===== src/rtl/rip_mem_loader_pkg.sv =====
// Shared types and constants for the stream-to-memory loader.
package rip_mem_loader_pkg;

    typedef enum logic [2:0] {
        IDLE,
        LEN,
        DATA,
        WRITE,
        CHECK,
        DONE
    } loader_state_t;

    localparam int LOADER_LEN_BYTES = 4;
    localparam int LOADER_BYTE_W    = 8;

endpackage


===== src/rtl/rip_mem_loader_if.sv =====
// Byte-stream input and memory write port of the loader; master is the loader side.
interface rip_mem_loader_if #(
    parameter int NUM_COL   = 4,
    parameter int COL_WIDTH = 8
);
    localparam int DATA_WIDTH = NUM_COL * COL_WIDTH;

    logic [7:0]            rx_data;
    logic                  rx_valid;
    logic                  rx_ready;
    logic [NUM_COL-1:0]    mem_we;
    logic [DATA_WIDTH-1:0] mem_addr;
    logic [DATA_WIDTH-1:0] mem_wdata;

    modport master (
        input  rx_data, rx_valid,
        output rx_ready, mem_we, mem_addr, mem_wdata
    );

    modport slave (
        output rx_data, rx_valid,
        input  rx_ready, mem_we, mem_addr, mem_wdata
    );

endinterface


===== src/rtl/rip_mem_loader_byte_packer.sv =====
// Gathers bytes little-endian into one word, tracking which lanes have been filled.
module rip_mem_loader_byte_packer #(
    parameter int NUM_COL   = 4,
    parameter int COL_WIDTH = 8
) (
    input  logic                           clk,
    input  logic                           rstn,
    input  logic                           clear_i,
    input  logic                           take_i,
    input  logic [COL_WIDTH-1:0]           byte_i,
    output logic [NUM_COL*COL_WIDTH-1:0]   word_d_o,
    output logic [NUM_COL-1:0]             en_d_o,
    output logic                           last_lane_o
);
    localparam int LANE_W = (NUM_COL > 1) ? $clog2(NUM_COL) : 1;

    logic [LANE_W-1:0]            lane_q, lane_d;
    logic [NUM_COL*COL_WIDTH-1:0] word_q, word_d;
    logic [NUM_COL-1:0]           en_q, en_d;

    assign last_lane_o = (lane_q == LANE_W'(NUM_COL - 1));

    always_comb begin
        word_d = word_q;
        en_d   = en_q;
        lane_d = lane_q;
        if (clear_i) begin
            word_d = '0;
            en_d   = '0;
            lane_d = '0;
        end else if (take_i) begin
            for (int i = 0; i < NUM_COL; i++) begin
                if (lane_q == LANE_W'(i)) begin
                    word_d[i*COL_WIDTH +: COL_WIDTH] = byte_i;
                    en_d[i]                          = 1'b1;
                end
            end
            lane_d = last_lane_o ? '0 : lane_q + LANE_W'(1);
        end
    end

    // The top latches the next-state view so the write strobe lands one cycle after the last byte.
    assign word_d_o = word_d;
    assign en_d_o   = en_d;

    always_ff @(posedge clk) begin
        if (!rstn) begin
            word_q <= '0;
            en_q   <= '0;
            lane_q <= '0;
        end else begin
            word_q <= word_d;
            en_q   <= en_d;
            lane_q <= lane_d;
        end
    end

endmodule


===== src/rtl/rip_mem_loader.sv =====
// Length-prefixed byte-stream loader issuing word writes into memory while holding the CPU busy.
// Optional trailing XOR checksum byte is enabled with `define RIP_LOADER_CHECKSUM_EN.
module rip_mem_loader
    import rip_mem_loader_pkg::*;
#(
    parameter int          NUM_COL    = 4,
    parameter int          COL_WIDTH  = 8,
    parameter int          ADDR_WIDTH = 20,
    parameter int          DATA_WIDTH = NUM_COL * COL_WIDTH,
    parameter logic [31:0] BASE_ADDR  = 32'h0000_0000
) (
    input  logic                     clk,
    input  logic                     rstn,
    input  logic                     start,
    rip_mem_loader_if.master         bus,
    output logic                     busy,
    output logic                     done,
    output logic                     err
);
    localparam logic [63:0] MEM_BYTES = 64'(NUM_COL) << ADDR_WIDTH;
    localparam logic [63:0] LEN_LIMIT = MEM_BYTES - 64'(BASE_ADDR);
    localparam int          HDR_W     = $clog2(LOADER_LEN_BYTES);

`ifdef RIP_LOADER_CHECKSUM_EN
    localparam loader_state_t PAYLOAD_END = CHECK;
`else
    localparam loader_state_t PAYLOAD_END = DONE;
`endif

    loader_state_t         state_q;
    logic                  rx_ready_q, busy_q, done_q, err_q;
    logic [NUM_COL-1:0]    mem_we_q;
    logic [DATA_WIDTH-1:0] mem_addr_q, mem_wdata_q;
    logic [HDR_W-1:0]      hdr_cnt_q;
    logic [23:0]           len_q;
    logic [31:0]           rem_q;
`ifdef RIP_LOADER_CHECKSUM_EN
    logic [LOADER_BYTE_W-1:0] csum_q;
`endif

    logic                  fire, take, clear, last_lane, in_range;
    logic [31:0]           len_shift;
    logic [DATA_WIDTH-1:0] word_d;
    logic [NUM_COL-1:0]    en_d;

    assign fire      = bus.rx_valid && rx_ready_q;
    assign take      = fire && (state_q == DATA);
    assign clear     = (state_q == WRITE) || (start && (state_q == IDLE || state_q == DONE));
    assign len_shift = {bus.rx_data, len_q};
    assign in_range  = (64'(mem_addr_q) < MEM_BYTES);

    rip_mem_loader_byte_packer #(
        .NUM_COL   (NUM_COL),
        .COL_WIDTH (COL_WIDTH)
    ) u_packer (
        .clk         (clk),
        .rstn        (rstn),
        .clear_i     (clear),
        .take_i      (take),
        .byte_i      (COL_WIDTH'(bus.rx_data)),
        .word_d_o    (word_d),
        .en_d_o      (en_d),
        .last_lane_o (last_lane)
    );

    always_ff @(posedge clk) begin
        if (!rstn) begin
            state_q     <= IDLE;
            rx_ready_q  <= 1'b0;
            mem_we_q    <= '0;
            mem_addr_q  <= DATA_WIDTH'(BASE_ADDR);
            mem_wdata_q <= '0;
            busy_q      <= 1'b0;
            done_q      <= 1'b0;
            err_q       <= 1'b0;
            hdr_cnt_q   <= '0;
            len_q       <= '0;
            rem_q       <= '0;
`ifdef RIP_LOADER_CHECKSUM_EN
            csum_q      <= '0;
`endif
        end else begin
            mem_we_q <= '0;
            case (state_q)
                IDLE, DONE: begin
                    if (start) begin
                        state_q    <= LEN;
                        rx_ready_q <= 1'b1;
                        busy_q     <= 1'b1;
                        done_q     <= 1'b0;
                        err_q      <= 1'b0;
                        mem_addr_q <= DATA_WIDTH'(BASE_ADDR);
                        hdr_cnt_q  <= '0;
                        len_q      <= '0;
`ifdef RIP_LOADER_CHECKSUM_EN
                        csum_q     <= '0;
`endif
                    end
                end
                LEN: begin
                    if (fire) begin
                        len_q     <= len_shift[31:8];
                        hdr_cnt_q <= hdr_cnt_q + HDR_W'(1);
                        if (hdr_cnt_q == HDR_W'(LOADER_LEN_BYTES - 1)) begin
                            rem_q <= len_shift;
                            // Oversized loads still drain the stream; out-of-range words just skip the strobe.
                            if ({32'h0, len_shift} > LEN_LIMIT) err_q <= 1'b1;
                            if (len_shift == 32'h0) begin
                                state_q    <= PAYLOAD_END;
                                rx_ready_q <= (PAYLOAD_END == CHECK);
                                busy_q     <= (PAYLOAD_END == CHECK);
                                done_q     <= (PAYLOAD_END == DONE);
                            end else begin
                                state_q <= DATA;
                            end
                        end
                    end
                end
                DATA: begin
                    if (fire) begin
                        rem_q <= rem_q - 32'd1;
`ifdef RIP_LOADER_CHECKSUM_EN
                        csum_q <= csum_q ^ bus.rx_data;
`endif
                        if (rem_q == 32'd1 || last_lane) begin
                            state_q     <= WRITE;
                            rx_ready_q  <= 1'b0;
                            mem_we_q    <= in_range ? en_d : '0;
                            mem_wdata_q <= word_d;
                        end
                    end
                end
                WRITE: begin
                    mem_addr_q <= mem_addr_q + DATA_WIDTH'(NUM_COL);
                    if (rem_q != 32'd0) begin
                        state_q    <= DATA;
                        rx_ready_q <= 1'b1;
                    end else begin
                        state_q    <= PAYLOAD_END;
                        rx_ready_q <= (PAYLOAD_END == CHECK);
                        busy_q     <= (PAYLOAD_END == CHECK);
                        done_q     <= (PAYLOAD_END == DONE);
                    end
                end
`ifdef RIP_LOADER_CHECKSUM_EN
                CHECK: begin
                    if (fire) begin
                        if (bus.rx_data != csum_q) err_q <= 1'b1;
                        state_q    <= DONE;
                        rx_ready_q <= 1'b0;
                        busy_q     <= 1'b0;
                        done_q     <= 1'b1;
                    end
                end
`endif
                default: begin
                    state_q    <= IDLE;
                    rx_ready_q <= 1'b0;
                    busy_q     <= 1'b0;
                end
            endcase
        end
    end

    assign bus.rx_ready  = rx_ready_q;
    assign bus.mem_we    = mem_we_q;
    assign bus.mem_addr  = mem_addr_q;
    assign bus.mem_wdata = mem_wdata_q;
    assign busy          = busy_q;
    assign done          = done_q;
    assign err           = err_q;

endmodule


===== src/flat_wrapper.sv =====
// flat-port wrapper written by rule: the top's interface ports become plain ports
module rip_mem_loader_flat import rip_mem_loader_pkg::*;
#(
    parameter int          NUM_COL    = 4,
    parameter int          COL_WIDTH  = 8,
    parameter int          ADDR_WIDTH = 20,
    parameter int          DATA_WIDTH = NUM_COL * COL_WIDTH,
    parameter logic [31:0] BASE_ADDR  = 32'h0000_0000
)
  (clk, rstn, start, busy, done, err, bus_rx_data, bus_rx_valid, bus_rx_ready, bus_mem_we, bus_mem_addr, bus_mem_wdata);
  rip_mem_loader_if #(.NUM_COL(NUM_COL), .COL_WIDTH(COL_WIDTH)) bus_i ();
  input  logic clk;
  input  logic rstn;
  input  logic start;
  output logic busy;
  output logic done;
  output logic err;
  input wire logic [$bits(bus_i.rx_data)-1:0] bus_rx_data;
  input wire logic [$bits(bus_i.rx_valid)-1:0] bus_rx_valid;
  output wire logic [$bits(bus_i.rx_ready)-1:0] bus_rx_ready;
  output wire logic [$bits(bus_i.mem_we)-1:0] bus_mem_we;
  output wire logic [$bits(bus_i.mem_addr)-1:0] bus_mem_addr;
  output wire logic [$bits(bus_i.mem_wdata)-1:0] bus_mem_wdata;
  assign bus_i.rx_data = bus_rx_data;
  assign bus_i.rx_valid = bus_rx_valid;
  assign bus_rx_ready = bus_i.rx_ready;
  assign bus_mem_we = bus_i.mem_we;
  assign bus_mem_addr = bus_i.mem_addr;
  assign bus_mem_wdata = bus_i.mem_wdata;
  rip_mem_loader #(.NUM_COL(NUM_COL), .COL_WIDTH(COL_WIDTH), .ADDR_WIDTH(ADDR_WIDTH), .DATA_WIDTH(DATA_WIDTH), .BASE_ADDR(BASE_ADDR)) u_core (.clk(clk), .rstn(rstn), .start(start), .bus(bus_i), .busy(busy), .done(done), .err(err));
endmodule

===== config.mk =====
export PLATFORM = sky130hd
export DESIGN_NAME = rip_mem_loader_flat
export DESIGN_NICKNAME = d
export VERILOG_FILES = /design/src/rtl/rip_mem_loader_pkg.sv /design/src/rtl/rip_mem_loader_if.sv /design/src/rtl/rip_mem_loader_byte_packer.sv /design/src/rtl/rip_mem_loader.sv /design/src/flat_wrapper.sv
export SDC_FILE = /design/constraint.sdc
export NUM_CORES = 1
export LEC_CHECK = 0
export BUFFER_PORTS_ARGS = -buffer_cell sky130_fd_sc_hd__buf_2
export CAP_MARGIN = 10
export CORE_MARGIN = 3
export CORE_UTILIZATION = 45
export CTS_BUF_LIST = sky130_fd_sc_hd__clkbuf_4 sky130_fd_sc_hd__clkbuf_8
export DETAILED_ROUTE_END_ITERATION = 12
export PLACE_DENSITY = 0.68
export SETUP_SLACK_MARGIN = 0.4
export SLEW_MARGIN = 40
export SYNTH_ARGS = -nofsm -noshare
export SYNTH_HDL_FRONTEND = slang
export SYNTH_HIERARCHICAL = 1
export SYNTH_SLANG_ARGS = --single-unit

===== constraint.sdc =====
create_clock -name clk -period 6 [get_ports clk]
set_input_delay 1.2 -clock clk [delete_from_list [all_inputs] [get_ports clk]]
set_output_delay 1.2 -clock clk [all_outputs]
set_load 0.005 [all_outputs]

## Yosys cells after proc, flatten, opt, wreduce, memory -nomap -nowiden

Index checks and enable logic that the tools add are counted.

- Register bits after elaboration: 171
- Input bits: 12
- Output and inout port bits: 72
- Logic and storage cells: 118

- Add/sub/neg operators: 4
- $lt $le $gt $ge: 2
- Eq/ne operators: 17
- Mux-type cells: 53
- Bitwise gates (word level): 2
- Reductions and logical operators: 26

Operators by type and width:

| cell | number |
|---|---|
| 2-to-1 mux 32 bit | 6 |
| case mux 32 bit (2 select lines) | 2 |
| 2-to-1 mux 24 bit | 2 |
| case mux 24 bit (2 select lines) | 1 |
| adder 32 x 3 -> 32 bit, second input constant | 1 |
| equality test 32 x 1 -> 1 bit, second input constant | 1 |
| > comparator 32 x 23 -> 1 bit, second input constant | 1 |
| zero test 32 bit | 1 |
| less-than comparator 32 x 23 -> 1 bit, second input constant | 1 |
| 2-to-1 mux 8 bit | 4 |
| nonzero test 32 bit | 1 |
| subtractor 32 x 1 -> 32 bit, second input constant | 1 |
| 2-to-1 mux 3 bit | 7 |
| 2-to-1 mux 1 bit | 20 |
| AND reduction 6 bit | 3 |
| AND reduction 5 bit | 3 |
| case mux 3 bit (4 select lines) | 1 |
| inequality test 2 x 1 -> 1 bit, second input constant | 5 |
| 2-to-1 mux 4 bit | 2 |
| case mux 1 bit (4 select lines) | 2 |
| equality test 2 bit, second input constant | 3 |
| equality test 3 x 2 -> 1 bit, second input constant | 2 |
| 2-to-1 mux 2 bit | 3 |
| inequality test 2 bit, second input constant | 3 |
| other kinds (18) | 28 |

## Longest topological paths before layout

- Depth after elaboration: 5
- Depth in mapped cells: 10
- Mapped depth without buffers: 8

## Hierarchy

The synthesis kept the hierarchy.

Modules (own cells, without submodules):

| module | times used | cells an instance | area each (sq um) | sequential area each (sq um) |
|---|---|---|---|---|
| rip_mem_loader | 1 | 768 | 6326.1 | 2622.5 |
| rip_mem_loader_byte_packer | 1 | 214 | 1986.9 | 760.7 |

## Worst setup path before layout

No wires, ideal clock.

- Path type: input to register
- Start point: in bus_rx_valid
- End point: reg u_core.mem_wdata_q[15] (netlist: u_core/bus.mem_wdata[15])
- Library setup time: 0.065 ns
- Arrival: 2.452 ns
- Required time: 5.935 ns
- Setup slack: 3.483 ns
- Stages on the path: 9
- Path buffers: 2
- Path through: nand2_1 -> a211o_1 -> nor2_1 -> buf_4 -> buf_2 -> nand3_1 -> a21oi_1 -> mux2i_1 -> nor2_1

- Longest elaborated chain between the ends: 4
- Elaborated cells between the ends (all ways): 5
- Classes of those cells: mux: 2; reduce/logical: 3

RTL lines:

| what | line | source |
|---|---|---|
| start: declaration | flat_wrapper.sv:19 | `input wire logic [$bits(bus_i.rx_valid)-1:0] bus_rx_valid;` |
| logical AND 1 bit | rip_mem_loader.sv:46 | `assign fire = bus.rx_valid && rx_ready_q;` |
| logical AND 1 bit | rip_mem_loader.sv:47 | `assign take = fire && (state_q == DATA);` |
| named net u_core.take | rip_mem_loader.sv:41 | `logic fire, take, clear, last_lane, in_range;` |
| 2-to-1 mux 32 bit | rip_mem_loader_byte_packer.sv:31 | `end else if (take_i) begin` |
| 2-to-1 mux 32 bit | rip_mem_loader_byte_packer.sv:27 | `if (clear_i) begin` |
| named net u_core.word_d[15] | rip_mem_loader.sv:43 | `logic [DATA_WIDTH-1:0] word_d;` |
| end signal: assignment | rip_mem_loader.sv:129 | `mem_wdata_q <= word_d;` |
| end: declaration | rip_mem_loader.sv:33 | `logic [DATA_WIDTH-1:0] mem_addr_q, mem_wdata_q;` |

The timed path passes the listed nets, and every way through them passes these cells.
A chain may end at the register's enable or synchronous reset.

## Worst setup path after layout

- Start point: reg u_core.state_q[1]
- End point: reg u_core.mem_we_q[2] (netlist: u_core/bus.mem_we[2])

- Elaborated cells between the ends (all ways): 11
- Classes of those cells: eq/ne: 3; mux: 2; reduce/logical: 6

RTL lines:

| what | line | source |
|---|---|---|
| start: declaration | rip_mem_loader.sv:30 | `loader_state_t state_q;` |
| start signal: assignment | rip_mem_loader.sv:68 | `state_q <= IDLE;` |
| start signal: assignment | rip_mem_loader.sv:87 | `state_q <= LEN;` |
| start signal: assignment | rip_mem_loader.sv:109 | `state_q <= PAYLOAD_END;` |
| equality test 3 x 2 -> 1 bit | rip_mem_loader.sv:47 |  |
| logical AND 1 bit | rip_mem_loader.sv:47 |  |
| named net u_core.take | rip_mem_loader.sv:41 |  |
| 2-to-1 mux 4 bit | rip_mem_loader_byte_packer.sv:31 |  |
| 2-to-1 mux 4 bit | rip_mem_loader_byte_packer.sv:27 |  |
| end signal: assignment | rip_mem_loader.sv:128 | `mem_we_q <= in_range ? en_d : '0;` |
| end: declaration | rip_mem_loader.sv:32 | `logic [NUM_COL-1:0] mem_we_q;` |

The timed path passes the listed nets, and every way through them passes these cells.

==> flow_summary.yaml <==
grt:
  number_of_global_route_vias_before_repair: 6561
  grt_first_pass_wirelength_um: 33460
  grt_antenna_before_repair: 0
  globalRouteOverflowTotal: 0
  grt_start_max_net_pins: 81
  grt.total_usage_pct: 20.19
timing:
  rsz0062_at_grt: "false"
  post-route-worst-setup-slack_ns: 2.439
  final.min_clock_period_ns: 3.561
  clock_skew_ns: 0.02501
  worst_slew_margin_rel_pct: 41.03
  timing.setup.tns_ns: 0
  final_max_slew_viol_count: 0
  timing_hold_violations_final: 0
  worst_slew_pin_slew_ns: 0.8765
  max_clock_freq_ghz: 0.2808
  fin_crit_sh_pct: 59.35
  timing.final.setup_violations: 0
run_status:
  status: "complete, no violations"
logic_synthesis:
  synth_top_area_cell: "dfxtp_1"
  synth_flop_cell: "dfxtp_1"
  syn-cell-area_um2: 8313
  netlist.area_leader.share_pct: 40.70
  async_flop_share_pct: 0
  synth_xor_xnor_area_share_pct: 0.2107
  synth_area_leaders: "dfxtp_1 41%, nor2_1 6.0%, a21oi_1 5.5%"
  synth.area.mux_share_pct: 5.238
  yosys.area_share.adder_pct: 1.505
  yosys_warnings: 6
  synth-compound-area-share_pct: 23.84
  synth_top_family_by_area: "compound AO/OA/AOI/OAI gates"
  synth_enable_flop_cells: 0
  synth.yosys.seq_area_share_pct: 40.70
  number_of_synthesized_register_bits: 169
  synthCells: 982
  synth_simple_gate_area_share_pct: 22.38
  netlist-cell-type-count: 67
  syn_area_per_cell_um2: 8.465
clock_network:
  h-tree-depth: 4
  clock_latency_ns: 0.48
  tritoncts: "built"
  post_cts_setup_driven_buffer_insertion_count: 0
  resized_gates_after_cts: 0
  clk_root_buffer_cell: "clkbuf_8"
  tritoncts.num_buffers: 17
  path_clk_slew_ns: 0.10
  ctsHoldBuffers: 0
  clk_path_buf_depth: 2
  cts.sinks: 169
finish:
  fraction_of_final_layout_cells_with_drive_strength_greater_than_1_pct: 19.03
  mostFrequentLayoutCell: "dfxtp_1"
  final_cell_mix: "169 x dfxtp_1, 131 x nor2_1, 91 x a21oi_1"
  sequential_cell_area_um2: 3383
  syn_to_layout_area_delta_pct: 9.136
  post_layout_nonfiller_instances: 1259
  finish.net_count: 1039
  final_area_um2: 9072
  multi_input_comb_area_um2: 4459
  n_antenna_cell: 0
  nFillCells: 1747
power:
  seqPwrFrac_pct: 50.8
  net_sw_share_pct: 30.88
  power.ir.vdd_worst_mv: 0.1372
  power_frac_clock_pct: 37.5
  comb_power_share_pct: 11.7
  p_int_uw: 1571
  power.total_uw: 2273
  power_density_nw_per_um2: 250.6
  p_switching_uw: 701.9
  power_leakage_uw: 0.003390
routing:
  routed_via_density: 5.812
  vias: 7317
  drt-initial-drc-count: 704
  drt_first_pass_iters: 5
  detail-route-antenna-nets: 0
  routedWlPerCell_um: 16.39
  final_wirelength_um: 20640
  drcViolationCount: 0
critical_path:
  critical_path_class: "register to register"
  largest_incremental_delay_on_the_critical_path_ns: 0.75
  number_of_cells_on_the_worst_reg_to_reg_path: 6
  timing.critical_path.buf_inv: 0
  worst_ep_required_time_ns: 6.42
  critical_path_fanouts_max: 36
  setup.reg_to_reg.worst_slack_ns: 2.44
  arr_time_crit_path_ns: 3.98
  reg2reg_from: "u_core/state_q[1]$_SDFFE_PN0P_"
  worst_setup_path_end_kind: "register"
  crit_path_top_delay_cell: "dfxtp_1"
  worstPathCellList: "nand2b_1 > a211o_1 > nor2_4 > and2_4 > and4_1 > and2_1"
  worst_r2r_endpoint: "u_core/bus.mem_we[2]$_SDFF_PN0_"
  worst_path_dominant_cell_family: "simple AND/OR/NAND/NOR gates"
  cp-start-kind: "register"
placement:
  post_detailed_placement_half_perimeter_wirelength_um: 13180
  placement.cell_area_um2: 8648
  worst_slack_at_placement_ns: 1.960
  finalWeightedCongestion: 0.8355
  io_buffer_count: 81
  post-place-cells: 1226
floorplanning:
  rows: 49
  die_height_um: 141.9
  pin_count: 84
  dieWidth_um: 141.9
  floorplan_core_area_um2: 18020
  floorplan.initialDensity_pct: 46.12
  die_area_um2: 20140
min_path:
  worstHoldStart: "u_core/u_packer/en_q[2]$_SDFF_PN0_"
  hold_critical_path_depth: 2
  min_delay_worst_endpoint: "u_core/u_packer/en_q[2]$_SDFF_PN0_"
  min-delay-path-class: "register to register"
flow_run:
  max-cap-violations: 0
## per-layer routing
metal | routed length, um | part of all wire [%] | track usage, %
met1 | 9844 | 48 | 28.55
met3 | 1221 | 5.9 | 4.146
met2 | 9310 | 45 | 31.00
met5 | 0 | 0 | 0
met4 | 264 | 1.3 | 6.465
## cell type report
class,count,area share (%)
clock buffer,18,2.731
multi-input combinational,726,49.15
timing repair buffer,91,5.337
inverter,12,0.5103
sequential,169,37.29
tap,229,3.158
clock inverter,14,1.820
## worst register-to-register path: cells and delay by family (launching register included)
family             cells  cell delay (ns)
and+or+nand+nor        5             2.12
DFF                    1             0.75
AOI/OAI and AO/OA      1             0.64
## kinds of logic after synthesis
kind of cell | count (synthesis)
simple gates | 382
compound gates | 287
other cells | 1
fa+ha+maj | 10
xor+xnor | 2
buf+inv | 88
flops | 169
mux | 43
## power groups by stage
| stage | Sequential (uW) | Combinational (uW) | Clock, uW |
|---|---|---|---|
| 2_1_floorplan | 1170 | 209 | 0 |
| 3_3_place_gp | 1180 | 260 | 0 |
| 3_5_place_dp | 1180 | 262 | 0 |
| 4_1_cts | 1150 | 263 | 870 |
| 5_1_grt | 1160 | 291 | 911 |
| 6_report | 1150 | 266 | 853 |
## synthesized netlist by cell type, types with 4 or more instances
cell,number
a22oi_1,32
or2_2,6
a21bo_2,29
mux2_2,4
nor4_1,16
nand2b_1,7
ha_1,10
a21o_1,4
a31oi_1,10
nand3_1,64
o21ai_0,33
a21oi_2,20
mux2i_1,39
buf_2,13
inv_1,11
buf_6,11
and2_1,12
o41ai_1,4
o21a_1,7
nand4_1,18
buf_12,4
clkbuf_1,45
o211ai_1,7
dfxtp_1,169
and4_1,7
nand2_1,65
a21oi_1,91
a22o_1,5
or3_1,8
nor2_1,132
a211oi_1,8
o31ai_1,6
nor3_1,21
nand3b_1,4
and3_1,6
or4_1,4
## flip-flops by register name (all words and copies together) (netlist names)
register,count
u_core/bus.mem_addr,30
u_core/bus.mem_wdata,32
u_core/bus.mem_we,4
u_core/bus.rx_ready,1
u_core/busy,1
u_core/done,1
u_core/err,1
u_core/hdr_cnt_q,2
u_core/len_q,24
u_core/rem_q,32
u_core/state_q,3
u_core/u_packer/en_q,4
u_core/u_packer/lane_q,2
u_core/u_packer/word_q,32
## how the worst max path moves through the flow
stage                                    from                               endpoint  slack, ns  depth (start not counted)
2_1_floorplan                    bus_rx_valid  u_core/bus.mem_wdata[15]$_SDFFE_PN0P_       3.48                          9
3_3_place_gp                     bus_rx_valid        u_core/bus.mem_we[0]$_SDFF_PN0_       2.03                          7
3_5_place_dp                     bus_rx_valid        u_core/bus.mem_we[1]$_SDFF_PN0_       1.96                          7
4_1_cts        u_core/state_q[0]$_SDFFE_PN0P_        u_core/bus.mem_we[2]$_SDFF_PN0_       2.45                          6
5_1_grt        u_core/state_q[0]$_SDFFE_PN0P_        u_core/bus.mem_we[2]$_SDFF_PN0_       2.10                          6
6_report       u_core/state_q[1]$_SDFFE_PN0P_        u_core/bus.mem_we[2]$_SDFF_PN0_       2.44                          6
## stage by stage
step	utilization, %	hold slack [ns]
3_3_place_gp	47.96	0.4499
4_1_cts	50.27	0.4828
5_1_grt	50.33	0.5176
6_report	50.33	0.4838
2_1_floorplan	-	0.4389
3_5_place_dp	47.98	0.4601
No activity file was read; power rests on OpenSTA's default activity.
